## config.mk

```make
export PLATFORM = sky130hd
export DESIGN_NAME = coalesce_splitter_queued
export DESIGN_NICKNAME = d
export VERILOG_FILES = /design/src/rtl/coalesce_splitter_queued_pkg.sv /design/src/rtl/coalesce_comparator.sv /design/src/rtl/coalesce_splitter_queued.sv
export SDC_FILE = /design/constraint.sdc
export NUM_CORES = 1
export LEC_CHECK = 0
export ABC_AREA = 0
export CORE_MARGIN = 2
export CORE_UTILIZATION = 40
export CTS_CLUSTER_DIAMETER = 100
export DETAILED_ROUTE_END_ITERATION = 12
export PLACE_DENSITY = 0.56
export RECOVER_POWER = 100
export SLEW_MARGIN = 20
export SYNTH_ARGS = -nofsm -noshare
export SYNTH_HDL_FRONTEND = slang
export SYNTH_SLANG_ARGS = --single-unit
export TNS_END_PERCENT = 10
```

## constraint.sdc

```tcl
create_clock -name clk_i -period 8.82 [get_ports clk_i]
set_input_delay 1.764 -clock clk_i [delete_from_list [all_inputs] [get_ports clk_i]]
set_output_delay 1.764 -clock clk_i [all_outputs]
set_load 0.02 [all_outputs]
```

## src/rtl/coalesce_splitter_queued_pkg.sv

```systemverilog
// Shared defaults for the queued coalescing splitter and its comparator.
// Widths of lanes, addresses and offsets are derived locally in each module.
package coalesce_splitter_queued_pkg;

  localparam int unsigned DefNumRequests      = 4;
  localparam int unsigned DefAddressWidth     = 32;
  localparam int unsigned DefBlockIdxBits     = 4;
  localparam int unsigned DefCommonReqIdWidth = 1;
  localparam int unsigned DefQueueDepth       = 2;

endpackage

```

## src/rtl/coalesce_comparator.sv

```systemverilog
// Coalesce comparator: picks the lowest-index pending lane as leader and
// reports every pending lane that falls in the leader's memory block.
//   pending : lanes still to be served
//   addr    : per-lane byte addresses, lane i at [i*AddressWidth +: AddressWidth]
//   member  : pending lanes sharing the leader's block (all zero if none pending)
//   block   : leader block address (zero if none pending)
//   offsets : per-lane byte offset within its block
module coalesce_comparator
  import coalesce_splitter_queued_pkg::*;
#(
  parameter int unsigned NumRequests  = DefNumRequests,
  parameter int unsigned AddressWidth = DefAddressWidth,
  parameter int unsigned BlockIdxBits = DefBlockIdxBits
) (
  input  logic [NumRequests-1:0]              pending,
  input  logic [NumRequests*AddressWidth-1:0] addr,
  output logic [NumRequests-1:0]              member,
  output logic [AddressWidth-BlockIdxBits-1:0] block,
  output logic [NumRequests*BlockIdxBits-1:0] offsets
);

  localparam int unsigned BlkW = AddressWidth - BlockIdxBits;

  logic found;

  always_comb begin
    found = 1'b0;
    block = '0;
    for (int unsigned i = 0; i < NumRequests; i++) begin
      if (pending[i] && !found) begin
        found = 1'b1;
        block = addr[i*AddressWidth + BlockIdxBits +: BlkW];
      end
    end
    member  = '0;
    offsets = '0;
    for (int unsigned i = 0; i < NumRequests; i++) begin
      member[i] = pending[i] && (addr[i*AddressWidth + BlockIdxBits +: BlkW] == block);
      offsets[i*BlockIdxBits +: BlockIdxBits] = addr[i*AddressWidth +: BlockIdxBits];
    end
  end

endmodule

```

## src/rtl/coalesce_splitter_queued.sv

```systemverilog
// Queued coalescing splitter: buffers warp-wide requests in a ring FIFO and
// emits one registered block-aligned sub-request per cycle.
//   ready_o / valid_i / we_i / req_id_i / addr_valid_i / addr_i : request input
//   req_ready_i / req_valid_o / req_* : registered sub-request output
module coalesce_splitter_queued
  import coalesce_splitter_queued_pkg::*;
#(
  parameter  int unsigned NumRequests      = DefNumRequests,
  parameter  int unsigned AddressWidth     = DefAddressWidth,
  parameter  int unsigned BlockIdxBits     = DefBlockIdxBits,
  parameter  int unsigned CommonReqIdWidth = DefCommonReqIdWidth,
  parameter  int unsigned QueueDepth       = DefQueueDepth,
  localparam int unsigned SubReqIdWidth    = (NumRequests > 1) ? $clog2(NumRequests) : 1
) (
  input  logic                                    clk_i,
  input  logic                                    rst_i,
  output logic                                    ready_o,
  input  logic                                    valid_i,
  input  logic                                    we_i,
  input  logic [CommonReqIdWidth-1:0]             req_id_i,
  input  logic [NumRequests-1:0]                  addr_valid_i,
  input  logic [NumRequests*AddressWidth-1:0]     addr_i,
  input  logic                                    req_ready_i,
  output logic                                    req_valid_o,
  output logic [NumRequests-1:0]                  req_mask_o,
  output logic                                    req_we_o,
  output logic [CommonReqIdWidth-1:0]             req_com_id_o,
  output logic [SubReqIdWidth-1:0]                req_sub_id_o,
  output logic                                    req_last_o,
  output logic [AddressWidth-BlockIdxBits-1:0]    req_addr_o,
  output logic [NumRequests*BlockIdxBits-1:0]     req_offsets_o
);

  localparam int unsigned BlkW = AddressWidth - BlockIdxBits;
  localparam int unsigned PtrW = (QueueDepth > 1) ? $clog2(QueueDepth) : 1;
  localparam int unsigned CntW = $clog2(QueueDepth + 1);

  typedef logic [NumRequests-1:0]              lane_t;
  typedef logic [NumRequests*AddressWidth-1:0] addr_vec_t;
  typedef logic [NumRequests*BlockIdxBits-1:0] offs_vec_t;

  typedef struct packed {
    logic                        we;
    logic [CommonReqIdWidth-1:0] id;
    lane_t                       mask;
    addr_vec_t                   addr;
  } entry_t;

  typedef struct packed {
    lane_t                       mask;
    logic                        we;
    logic [CommonReqIdWidth-1:0] com_id;
    logic [SubReqIdWidth-1:0]    sub_id;
    logic                        last;
    logic [BlkW-1:0]             addr;
    offs_vec_t                   offsets;
  } out_t;

  function automatic logic [PtrW-1:0] ptr_inc(input logic [PtrW-1:0] p);
    return (p == PtrW'(QueueDepth - 1)) ? '0 : p + 1'b1;
  endfunction

  // ---------------- input FIFO ----------------
  entry_t          mem [QueueDepth];
  entry_t          entry_in;
  entry_t          head;
  logic [PtrW-1:0] rd_ptr, wr_ptr;
  logic [CntW-1:0] count;
  logic            fifo_full, fifo_empty, push, pop;

  assign fifo_full  = (count == CntW'(QueueDepth));
  assign fifo_empty = (count == '0);
  assign ready_o    = !fifo_full;
  assign push       = valid_i && !fifo_full;
  assign head       = mem[rd_ptr];

  always_comb begin
    entry_in      = '0;
    entry_in.we   = we_i;
    entry_in.id   = req_id_i;
    entry_in.mask = addr_valid_i;
    entry_in.addr = addr_i;
  end

  always_ff @(posedge clk_i) begin
    if (push) mem[wr_ptr] <= entry_in;
  end

  always_ff @(posedge clk_i or posedge rst_i) begin
    if (rst_i) begin
      rd_ptr <= '0;
      wr_ptr <= '0;
      count  <= '0;
    end else begin
      if (push) wr_ptr <= ptr_inc(wr_ptr);
      if (pop)  rd_ptr <= ptr_inc(rd_ptr);
      case ({push, pop})
        2'b10:   count <= count + 1'b1;
        2'b01:   count <= count - 1'b1;
        default: count <= count;
      endcase
    end
  end

  // ---------------- working register ----------------
  logic                        wk_valid;
  lane_t                       wk_pending;
  addr_vec_t                   wk_addr;
  logic [CommonReqIdWidth-1:0] wk_id;
  logic                        wk_we;
  logic [SubReqIdWidth-1:0]    wk_sub;

  // When the working register is empty the comparator looks straight at the
  // FIFO head, so a fresh request reaches the output one cycle after insert.
  logic                        src_valid;
  lane_t                       src_pending;
  addr_vec_t                   src_addr;
  logic [CommonReqIdWidth-1:0] src_id;
  logic                        src_we;
  logic [SubReqIdWidth-1:0]    src_sub;

  always_comb begin
    src_valid = wk_valid || !fifo_empty;
    if (wk_valid) begin
      src_pending = wk_pending;
      src_addr    = wk_addr;
      src_id      = wk_id;
      src_we      = wk_we;
      src_sub     = wk_sub;
    end else begin
      src_pending = head.mask;
      src_addr    = head.addr;
      src_id      = head.id;
      src_we      = head.we;
      src_sub     = '0;
    end
  end

  lane_t           cmp_member;
  logic [BlkW-1:0] cmp_block;
  offs_vec_t       cmp_offsets;

  coalesce_comparator #(
    .NumRequests (NumRequests),
    .AddressWidth(AddressWidth),
    .BlockIdxBits(BlockIdxBits)
  ) u_cmp (
    .pending(src_pending),
    .addr   (src_addr),
    .member (cmp_member),
    .block  (cmp_block),
    .offsets(cmp_offsets)
  );

  lane_t remaining;
  logic  src_last, out_valid, out_load, wk_finish;

  assign remaining = src_pending & ~cmp_member;
  assign src_last  = (remaining == '0);
  assign out_load  = src_valid && (!out_valid || req_ready_i);
  assign wk_finish = wk_valid && out_load && src_last;
  assign pop       = !fifo_empty && (!wk_valid || wk_finish);

  always_ff @(posedge clk_i or posedge rst_i) begin
    if (rst_i) begin
      wk_valid   <= 1'b0;
      wk_pending <= '0;
      wk_addr    <= '0;
      wk_id      <= '0;
      wk_we      <= 1'b0;
      wk_sub     <= '0;
    end else if (wk_valid && !wk_finish) begin
      if (out_load) begin
        wk_pending <= remaining;
        wk_sub     <= wk_sub + 1'b1;
      end
    end else if (pop) begin
      wk_addr <= head.addr;
      wk_id   <= head.id;
      wk_we   <= head.we;
      if (!wk_valid && out_load) begin
        // head's first sub-request already went out through the bypass
        wk_valid   <= !src_last;
        wk_pending <= remaining;
        wk_sub     <= SubReqIdWidth'(1);
      end else begin
        wk_valid   <= 1'b1;
        wk_pending <= head.mask;
        wk_sub     <= '0;
      end
    end else begin
      wk_valid <= 1'b0;
    end
  end

  // ---------------- output register ----------------
  out_t out_next, out_q;

  always_comb begin
    out_next         = '0;
    out_next.mask    = cmp_member;
    out_next.we      = src_we;
    out_next.com_id  = src_id;
    out_next.sub_id  = src_sub;
    out_next.last    = src_last;
    out_next.addr    = cmp_block;
    out_next.offsets = cmp_offsets;
  end

  always_ff @(posedge clk_i or posedge rst_i) begin
    if (rst_i) begin
      out_valid <= 1'b0;
      out_q     <= '0;
    end else if (out_load) begin
      out_valid <= 1'b1;
      out_q     <= out_next;
    end else if (req_ready_i) begin
      out_valid <= 1'b0;
    end
  end

  assign req_valid_o   = out_valid;
  assign req_mask_o    = out_q.mask;
  assign req_we_o      = out_q.we;
  assign req_com_id_o  = out_q.com_id;
  assign req_sub_id_o  = out_q.sub_id;
  assign req_last_o    = out_q.last;
  assign req_addr_o    = out_q.addr;
  assign req_offsets_o = out_q.offsets;

endmodule
```

Word level (Yosys, flattened, before mapping). Memories as Yosys holds them, arrays and structs flattened. Cells that the tools add are included.

Add/subtract/negate cells: 5. Bitwise gates (word level): 3. Equality and inequality tests: 8. Muxes and demuxes: 29. Reduce and logical (&&, ||, !) cells: 33.

Operators by type and width (count): $mux W128 (1); $eq A28 B28 Y1 (4); $mux W28 (4); $mux W4 (5); $logic_and A1 B1 Y1 (14); $mux W1 (14); $logic_not A1 Y1 (9); $mux W2 (4); $reduce_bool A2 Y1 (3); $add A2 B1 Y2 const B (2); $and A4 B4 Y4 (1); $eq A2 B2 Y1 const B (2); $logic_not A4 Y1 (1); $not A4 Y4 (1); $pmux W2 S2 (1); $reduce_and A2 Y1 (2); $logic_or A1 B1 Y1 (3); $add A1 B1 Y1 const B (2); $eq A2 B1 Y1 const B (1); $logic_not A2 Y1 (1); $ne A2 B2 Y1 const B (1); $sub A2 B1 Y2 const B (1); $not A1 Y1 (1).

Output and inout port bits: 55. Input bits: 138. Word-level logic and storage cells: 96. Memories kept: 1. Bits in registers: 195. Memory bits (writable): 268.

Memories: mem (depth 2, bits a word 134, read ports 1, clocked after Yosys merged registers in 0, write ports 1, line coalesce_splitter_queued.sv:64) `entry_t mem [QueueDepth];`.

Logic depth before layout (Yosys ltp). Gate-level depths: netlist (run 1). An unclocked memory read counts as a cell.

Word-level depth: 22. Mapped depth: 23. Mapped depth without buffers: 15.

By module. From an unflattened synthesis (run 1), not the netlist that was laid out.

Cell total of the unflattened synthesis: 1575. Area total of the unflattened synthesis: 21608.2 um^2.

By module, submodules not included: coalesce_splitter_queued (cells an instance 1144, times used 1, area an instance 18764.2 um^2); coalesce_comparator (cells an instance 431, times used 1, area an instance 2844.0 um^2).

Least setup slack after synthesis (run 1). No wires, ideal clock.

Path kind: input-to-reg. From: input valid_i. To: memory mem[0][0] (netlist name) (enable). Buffers on the path: 0. Arrival: 7.432 ns. Stages: 2. Slack: 0.759 ns. Data required time: 8.191 ns. Cells stage by stage: nand2_1 > nor2_1.

Word-level cells in the longest chain between the ends: 3.

Ends and longest elaborated chain: start, declared (line coalesce_splitter_queued.sv:18) `input logic valid_i,`; $logic_and A1 B1 Y1 (line coalesce_splitter_queued.sv:74) `assign push = valid_i && !fifo_full;`; $mux W1 (line coalesce_splitter_queued.sv:86) `if (push) mem[wr_ptr] <= entry_in;`; $mux W1 (implied by the code) (line coalesce_splitter_queued.sv:86); end, declared (line coalesce_splitter_queued.sv:64).

No other way between the ends.

Worst setup path after layout (run 1).
From: register rd_ptr. To: register wk_addr[126].

Word-level cells in the longest chain between the ends: 22.

Ends and longest elaborated chain: start, declared (line coalesce_splitter_queued.sv:67) `logic [PtrW-1:0] rd_ptr, wr_ptr;`; start signal, assigned (line coalesce_splitter_queued.sv:96) `if (pop) rd_ptr <= ptr_inc(rd_ptr);`; $mem_v2 Z2 W134 *; $mux W4 (line coalesce_splitter_queued.sv:124) `if (wk_valid) begin`; $mux W1 (line coalesce_comparator.sv:30) `if (pending[i] && !found) begin`; $logic_not A1 Y1 (line coalesce_comparator.sv:30); $logic_and A1 B1 Y1 (line coalesce_comparator.sv:30); $mux W1 (line coalesce_comparator.sv:30); $logic_not A1 Y1 (line coalesce_comparator.sv:30); $logic_and A1 B1 Y1 (line coalesce_comparator.sv:30); [... 6 more ...]; $not A4 Y4 (line coalesce_splitter_queued.sv:158) `assign remaining = src_pending & ~cmp_member;`; $and A4 B4 Y4 (line coalesce_splitter_queued.sv:158); $logic_not A4 Y1 (line coalesce_splitter_queued.sv:159) `assign src_last = (remaining == '0);`; $logic_and A1 B1 Y1 (line coalesce_splitter_queued.sv:161) `assign wk_finish = wk_valid && out_load && src_last;`; $logic_not A1 Y1 (line coalesce_splitter_queued.sv:172) `end else if (wk_valid && !wk_finish) begin`; $logic_and A1 B1 Y1 (line coalesce_splitter_queued.sv:172); $not A1 Y1 (no line); $reduce_and A2 Y1 (no line); end signal, assigned (line coalesce_splitter_queued.sv:178) `wk_addr <= head.addr;`; end, declared (line coalesce_splitter_queued.sv:108) `addr_vec_t wk_addr;`.

Every way passes the cells marked *; elsewhere a longest branch is shown, timed or not. A chain may end at the register's enable or synchronous reset.

==> results.yml, run 1 <==
placed_design:
  dp_worst_slack_ns: 2.08
  placedInstanceArea_sq_um: 24300
  gp_congestion: 1.04
  hpwl_reported_at_the_end_of_detailed_placement_um: 47900
  port_buffers: 192
clock_network:
  post_cts_buffers: 0
  cts_tree: "built"
  worstSkewPairLatency_ns: 0.60
  tritoncts.num_buffers: 51
  cts.reportedPaths.clkPinSlew_ns: 0.06
  cts_hold_repair.buffers: 0
  clk_root_buffer_cell: "sky130_fd_sc_hd__clkbuf_16"
  clk_path_buf_depth: 3
  count_of_instances_resized_after_the_clock_tree_is_built: 0
  cts_htree_levels: 2
  cts.sink_count: 463
critical_path:
  regToRegStartpoint: "rd_ptr"
  r2r_cells: 13
  critical_path_data_arrival_time_ns: 7.72
  critPathCaptureType: "register"
  crit_path_max_fo: 66
  cp-start-kind: "register"
  crit_path_leading_delay_family: "simple AND/OR/NAND/NOR gates"
  crit_top_cell: "sky130_fd_sc_hd__mux2_1"
  timing.critical_path.buf_inv: 1
  slowest_cell_on_crit_path: "sky130_fd_sc_hd__dfrtp_4"
  timing.critical_path.cells: "mux2_1 -> mux2i_4 -> o211ai_4 -> o221a_1 -> and3_1 -> or4b_1 -> nand4b_1 -> or4_1 -> a22oi_1 -> nand3b_1 -> a21oi_4 -> buf_12 -> mux2_1"
  regToRegEndpoint: "wk_addr[126]"
  worst-endpoint-required_ns: 9.28
  delay_of_the_slowest_cell_on_the_worst_path_ns: 0.83
  path_depth: 13
  r2r_slack_ns: 1.55
  worst-setup-path-type: "reg -> reg"
synthesis:
  post-synth-top-area-cell: "sky130_fd_sc_hd__edfxtp_1"
  synth_top_cell_area_share_pct: 37.2
  synthArstFlopShare_pct: 42.1
  ys_dominant_reg_cell: "sky130_fd_sc_hd__edfxtp_1"
  area_of_the_mapped_netlist_sq_um: 21600
  avgSynthCellArea_sq_um: 13.2
  yosys_warnings: 0
  synth_edf_count: 268
  synth.yosys.seq_area_share_pct: 59.8
  netlist_instances: 1638
  synthXorXnorAreaFrac_pct: 0.405
  synth_compound_gate_area_share_pct: 9.61
  combinational_family_with_the_most_area_after_synthesis: "multiplexers"
  synth.ff_latch_count: 463
  synthSimpleGateAreaFrac_pct: 8.13
  number_of_distinct_library_cells_after_synthesis: 77
  synthMostInstantiatedCell: "sky130_fd_sc_hd__edfxtp_1"
  synth_area_leaders: "sky130_fd_sc_hd__edfxtp_1 (37%), sky130_fd_sc_hd__dfrtp_1 (23%), sky130_fd_sc_hd__mux2_2 (11%), sky130_fd_sc_hd__mux2i_1 (4.8%), sky130_fd_sc_hd__mux2_1 (3.1%)"
  synth_nets: 1777
  synth_adder_area_share_pct: 0.104
  synth.area.mux_share_pct: 19.6
  synth.cells.most_frequent: "sky130_fd_sc_hd__edfxtp_1 (268), sky130_fd_sc_hd__mux2_2 (218), sky130_fd_sc_hd__dfrtp_1 (195)"
route:
  highest_layer: "met4"
  via_per_inst: 5.70
  route.met2.wl_um: 31100
  total_via_count_in_the_routed_design: 14600
  wl_met1_um: 29100
  first_drt_iteration_drcs: 1165
  post_drt_wl_per_cell_um: 25.8
  remaining_drc_errors: 0
  drt-pass1-iter-count: 5
  wl_met3_um: 3570
  routed_wl_um: 66000
  antenna_violating_nets_post_route: 0
timing:
  max_clock_freq_mhz: 138
  finalSetupViolations: 0
  finalCriticalPeriod_ns: 7.27
  worst_clock_skew_ns: 0.0249
  post-route-worst-setup-slack_ns: 1.55
  setup_total_negative_slack_ns: 0
  maxSlewHeadroom_pct: -150
  fin_crit_sh_pct: 82.4
  report.final.slew_viol_count: 393
  fin_worst_hold_slack_ns: 0.471
  worst_pin_slew_ns: 3.75
  hold_viol_final: 0
  grt_setup_unrepaired: "no"
floorplan:
  num_io_pins: 193
  initial_cell_density_of_the_core_pct: 40.4
  die-height_um: 237
  die_area_sq_um: 56000
  core_area_sq_um: 53600
  die_x_um: 237
  row_count: 85
power_and_ir_drop:
  pwr_density_nw_per_um2: 412
  p_leak_nw: 10.1
  highest_ir_drop_seen_on_vdd_mv: 0.195
global_route:
  first_global_vias: 15000
  grt_usage_pct: 23.7
  grt_start_max_net_pins: 125
  gr-total-overflow: 0
  number_of_antenna_violations_at_the_first_check_in_global_routing: 3
  first_pass_grt_wire_length_um: 99100
final_layout:
  antennaDiodeCount: 0
  syn2layout_area_growth_pct: 20.1
  layout.cell_area.non_filler_sq_um: 26000
  post_route_cells_drive_above_1_share_pct: 18.6
  fillCellCount: 4797
  nets: 1963
job:
  timing.max_cap.violations: 9
worst_hold_path:
  hp-start: "req_offsets_o[5]"
  whs_path_depth: 2
  worstHoldPathType: "reg -> reg"
  holdPathEnd: "req_offsets_o[5]"
status:
  violations_in_the_final_reports: "max-capacitance violations, max-slew violations"
  status: "finished, violations left"
## cell type report
| class | count | area, sq um | share of cell area, % |
|---|---|---|---|
| clock buffer | 70 | 1430 | 5.50 |
| multi-input combinational | 1069 | 8190 | 31.5 |
| sequential | 463 | 12900 | 49.8 |
| inverter | 13 | 56.3 | 0.217 |
| timing repair buffer | 226 | 2190 | 8.43 |
| tap | 696 | 871 | 3.35 |
| clock inverter | 26 | 305 | 1.18 |
## metal layers
layer | up-vias | GRT usage, %
li1 | 6611 | -
met1 | 7389 | 32.5
met2 | 491 | 38.6
met3 | 126 | 3.45
met4 | 0 | 8.53
met5 | - | 0
## flip-flops by register name, summed over array words and instances (netlist names), 4 cells and up
signal	cells
req_offsets_o	16
mem	268
wk_addr	128
req_addr_o	28
wk_pending	4
req_mask_o	4
## worst max path at each step
stage | startpoint | end | slack (ns)
2_1_floorplan | valid_i | mem[0][0] | 0.76
3_3_place_gp | wk_valid | wk_addr[60] | 1.82
3_5_place_dp | rd_ptr | wk_addr[126] | 2.08
4_1_cts | rd_ptr | wk_addr[126] | 2.02
5_1_grt | rd_ptr | wk_addr[126] | 1.26
6_report | rd_ptr | wk_addr[126] | 1.55
## cell families after synthesis
kind of cell,Yosys count
simple gates,380
mux,386
buf+inv,106
flops,463
xor+xnor,10
fa+ha+maj,2
compound gates,291
## tightest hold or removal path: stages (launching register included)
cell	delay, ns
sky130_fd_sc_hd__dfrtp_1	0.34
sky130_fd_sc_hd__nand2_1	0.04
sky130_fd_sc_hd__o21ai_0	0.05
## where the power goes
| part | internal, mW | total, mW | switching (mW) |
|---|---|---|---|
| clock | 1.31 | 2.18 | 0.869 |
| combinational | 1.88 | 5.06 | 3.18 |
| sequential | 3.11 | 3.46 | 0.349 |
## cell usage in the layout, fill, tap and decap left out, drive strengths merged, types with 7 or more instances in the layout
cell	instances
nor2	83
mux2	279
edfxtp	268
a211oi	15
mux2i	107
o31ai	14
clkinv	15
o21ai	57
and3	10
nand2b	10
a22oi	15
nand4	14
clkbuf	77
a21o	7
o211ai	10
o22ai	13
buf	27
o22a	21
dfrtp	195
dlygate4sd3	192
nand3	28
inv	18
and2	13
nor3	23
nand2	155
a31oi	10
o221ai	9
nor4	13
or2	7
a21oi	48
## per-stage QoR
step | power, mW | utilization [%] | instances
2_1_floorplan | 6.59 | - | 1638
3_3_place_gp | 8.57 | 45.3 | 2466
3_5_place_dp | 8.58 | 45.3 | 2466
4_1_cts | 10.8 | 48.6 | 2562
5_1_grt | 11.3 | 48.4 | 2563
6_report | 10.7 | 48.4 | 2563
Power figures use the tool's default switching activity.
==> inputs of run 2 (changes only) <==
==> constraint.sdc (replaced) <==
create_clock -name clk_i -period 7.6 [get_ports clk_i]
set_input_delay 1.52 -clock clk_i [delete_from_list [all_inputs] [get_ports clk_i]]
set_output_delay 1.52 -clock clk_i [all_outputs]
set_load 0.02 [all_outputs]
==> run 2 against run 1 <==
Effect of this change:
- the flow still finishes with violations (max-capacitance violations, max-slew violations)
- sequential power is 15% higher
- register-to-register slack worse by 0.46 ns
- clock-buffer cell count stayed put
- total power rose by 17%
- flip-flop and latch count did not move
- combinational power up 20%
- utilization increased by 0.35 points
==> results.yml, run 2 (same netlist as run 1, synthesis figures left out) <==
global_route:
  first_pass_grt_wire_length_um: 100000
  grt_start_max_net_pins: 102
  gr-total-overflow: 0
  grt_usage_pct: 24.3
  first_global_vias: 15000
  number_of_antenna_violations_at_the_first_check_in_global_routing: 1
critical_path:
  critPathCaptureType: "register"
  path_depth: 15
  worst-setup-path-type: "reg -> reg"
  regToRegStartpoint: "wk_valid"
  crit_path_max_fo: 54
  regToRegEndpoint: "wk_addr[72]"
  setup.worst_path.start: "wk_valid"
  cp-start-kind: "register"
  critical_path_data_arrival_time_ns: 6.98
  timing.critical_path.buf_inv: 4
  critical_path.endpoint: "wk_addr[72]"
  r2r_cells: 15
  timing.critical_path.cells: "mux2i_4 -> o211ai_1 -> clkbuf_1 -> o211ai_1 -> a21oi_1 -> a2111oi_0 -> buf_4 -> nand4_1 -> buf_4 -> or4_4 -> a22oi_1 -> nand3b_4 -> a21oi_1 -> buf_12 -> mux2_2"
  slowest_cell_on_crit_path: "sky130_fd_sc_hd__dfrtp_4"
  delay_of_the_slowest_cell_on_the_worst_path_ns: 0.82
  r2r_slack_ns: 1.09
  worst-endpoint-required_ns: 8.07
  crit_path_leading_delay_family: "compound AO/OA/AOI/OAI gates"
floorplan:
  core_area_sq_um: 53600
  die_area_sq_um: 56000
  initial_cell_density_of_the_core_pct: 40.4
  die-height_um: 237
  row_count: 85
  num_io_pins: 193
  die_x_um: 237
status:
  violations_in_the_final_reports: "max-capacitance violations, max-slew violations"
  status: "finished, violations left"
placed_design:
  port_buffers: 192
  hpwl_reported_at_the_end_of_detailed_placement_um: 49500
  gp_congestion: 0.962
  dp_worst_slack_ns: 1.81
final_layout:
  flip_flop_count_of_the_largest_register_all_copies_and_words_added: 268
  finalCoreUtilization_pct: 48.8
  nets: 1989
  largest-register: "mem"
  mostFrequentLayoutCell: "sky130_fd_sc_hd__edfxtp_1"
  syn2layout_area_growth_pct: 20.9
  post_route_cells_drive_above_1_share_pct: 19.6
  layout_common_cells: "sky130_fd_sc_hd__edfxtp_1 (268), sky130_fd_sc_hd__mux2_2 (218), sky130_fd_sc_hd__dfrtp_1 (193)"
  fillCellCount: 4783
timing:
  max_clock_freq_mhz: 154
  maxSlewHeadroom_pct: -180
  finalCriticalPeriod_ns: 6.51
  fin_crit_sh_pct: 85.6
  report.final.slew_viol_count: 492
  worst_clock_skew_ns: 0.0245
  grt_setup_unrepaired: "no"
  finalSetupViolations: 0
  worst_pin_slew_ns: 4.19
  setup_total_negative_slack_ns: 0
  post-route-worst-setup-slack_ns: 1.09
  hold_viol_final: 0
  fin_worst_hold_slack_ns: 0.478
power_and_ir_drop:
  pwr_density_nw_per_um2: 478
  highest_ir_drop_seen_on_vdd_mv: 0.219
  p_leak_nw: 10.2
route:
  antenna_violating_nets_post_route: 0
  routed_wl_um: 67700
  drt-pass1-iter-count: 6
  via_per_inst: 5.64
  first_drt_iteration_drcs: 1140
  post_drt_wl_per_cell_um: 26.1
  total_via_count_in_the_routed_design: 14600
  remaining_drc_errors: 0
clock_network:
  post_cts_buffers: 0
  cts.sink_count: 463
  clk_path_buf_depth: 3
  count_of_instances_resized_after_the_clock_tree_is_built: 0
  clk_root_buffer_cell: "sky130_fd_sc_hd__clkbuf_16"
  cts_htree_levels: 2
  tritoncts.num_buffers: 51
  cts.reportedPaths.clkPinSlew_ns: 0.06
  cts_hold_repair.buffers: 0
  cts_tree: "built"
  worstSkewPairLatency_ns: 0.59
worst_hold_path:
  worstHoldPathType: "reg -> reg"
job:
  timing.max_cap.violations: 9
## run 2: worst min path at each step
stage                     slack [ns]                to              from  cells past startpoint
after floorplan                 0.45      wk_addr[124]      wk_addr[124]                      1
after global placement          0.46        wk_addr[4]        wk_addr[4]                      1
after detailed placement        0.47        req_last_o        req_last_o                      2
after CTS                       0.49    req_addr_o[11]    req_addr_o[11]                      1
after global routing            0.49     req_addr_o[5]     req_addr_o[5]                      2
final                           0.48  req_offsets_o[4]  req_offsets_o[4]                      2
## run 2: per-stage QoR
step	cell area, sq um	power, mW	instances
after floorplan	21600	7.62	1638
after global placement	24600	10.1	2493
after detailed placement	24600	10.1	2493
after CTS	26300	12.6	2589
after global routing	26200	13.2	2589
final	26200	12.5	2590
## run 2: layout make-up
class,instances,area (sq um),area share (%)
Clock buffer,70,1430,5.46
Tap cell,696,871,3.33
Antenna cell,1,2.50,0.00957
Clock inverter,26,262,1.00
Timing Repair Buffer,252,2430,9.29
Multi-Input combinational cell,1069,8180,31.3
Sequential cell,463,12900,49.5
Inverter,13,48.8,0.187
## run 2: where the power goes
group / switching [mW] / total [mW] / leakage (nW) / internal [mW]
clock: 1.00 / 2.46 / 0.828 / 1.46
sequential: 0.354 / 3.97 / 4.78 / 3.62
combinational: 3.79 / 6.08 / 4.64 / 2.29
total: 5.15 / 12.5 / 10.2 / 7.36
## run 2: routing by layer
metal	share of wire, %	track usage, %
met1	44	33.0
met2	48	40.1
met3	4.7	3.64
met4	3.1	7.79
met5	0	0
## run 2: worst register-to-register path, stage by stage, from the launching register on
cell	delay, ns
sky130_fd_sc_hd__dfrtp_4	0.82
sky130_fd_sc_hd__mux2i_4	0.82
sky130_fd_sc_hd__o211ai_1	0.42
sky130_fd_sc_hd__clkbuf_1	0.48
sky130_fd_sc_hd__o211ai_1	0.62
sky130_fd_sc_hd__a21oi_1	0.07
sky130_fd_sc_hd__a2111oi_0	0.59
sky130_fd_sc_hd__buf_4	0.21
sky130_fd_sc_hd__nand4_1	0.09
sky130_fd_sc_hd__buf_4	0.16
sky130_fd_sc_hd__or4_4	0.43
sky130_fd_sc_hd__a22oi_1	0.37
sky130_fd_sc_hd__nand3b_4	0.11
sky130_fd_sc_hd__a21oi_1	0.43
sky130_fd_sc_hd__buf_12	0.33
sky130_fd_sc_hd__mux2_2	0.45
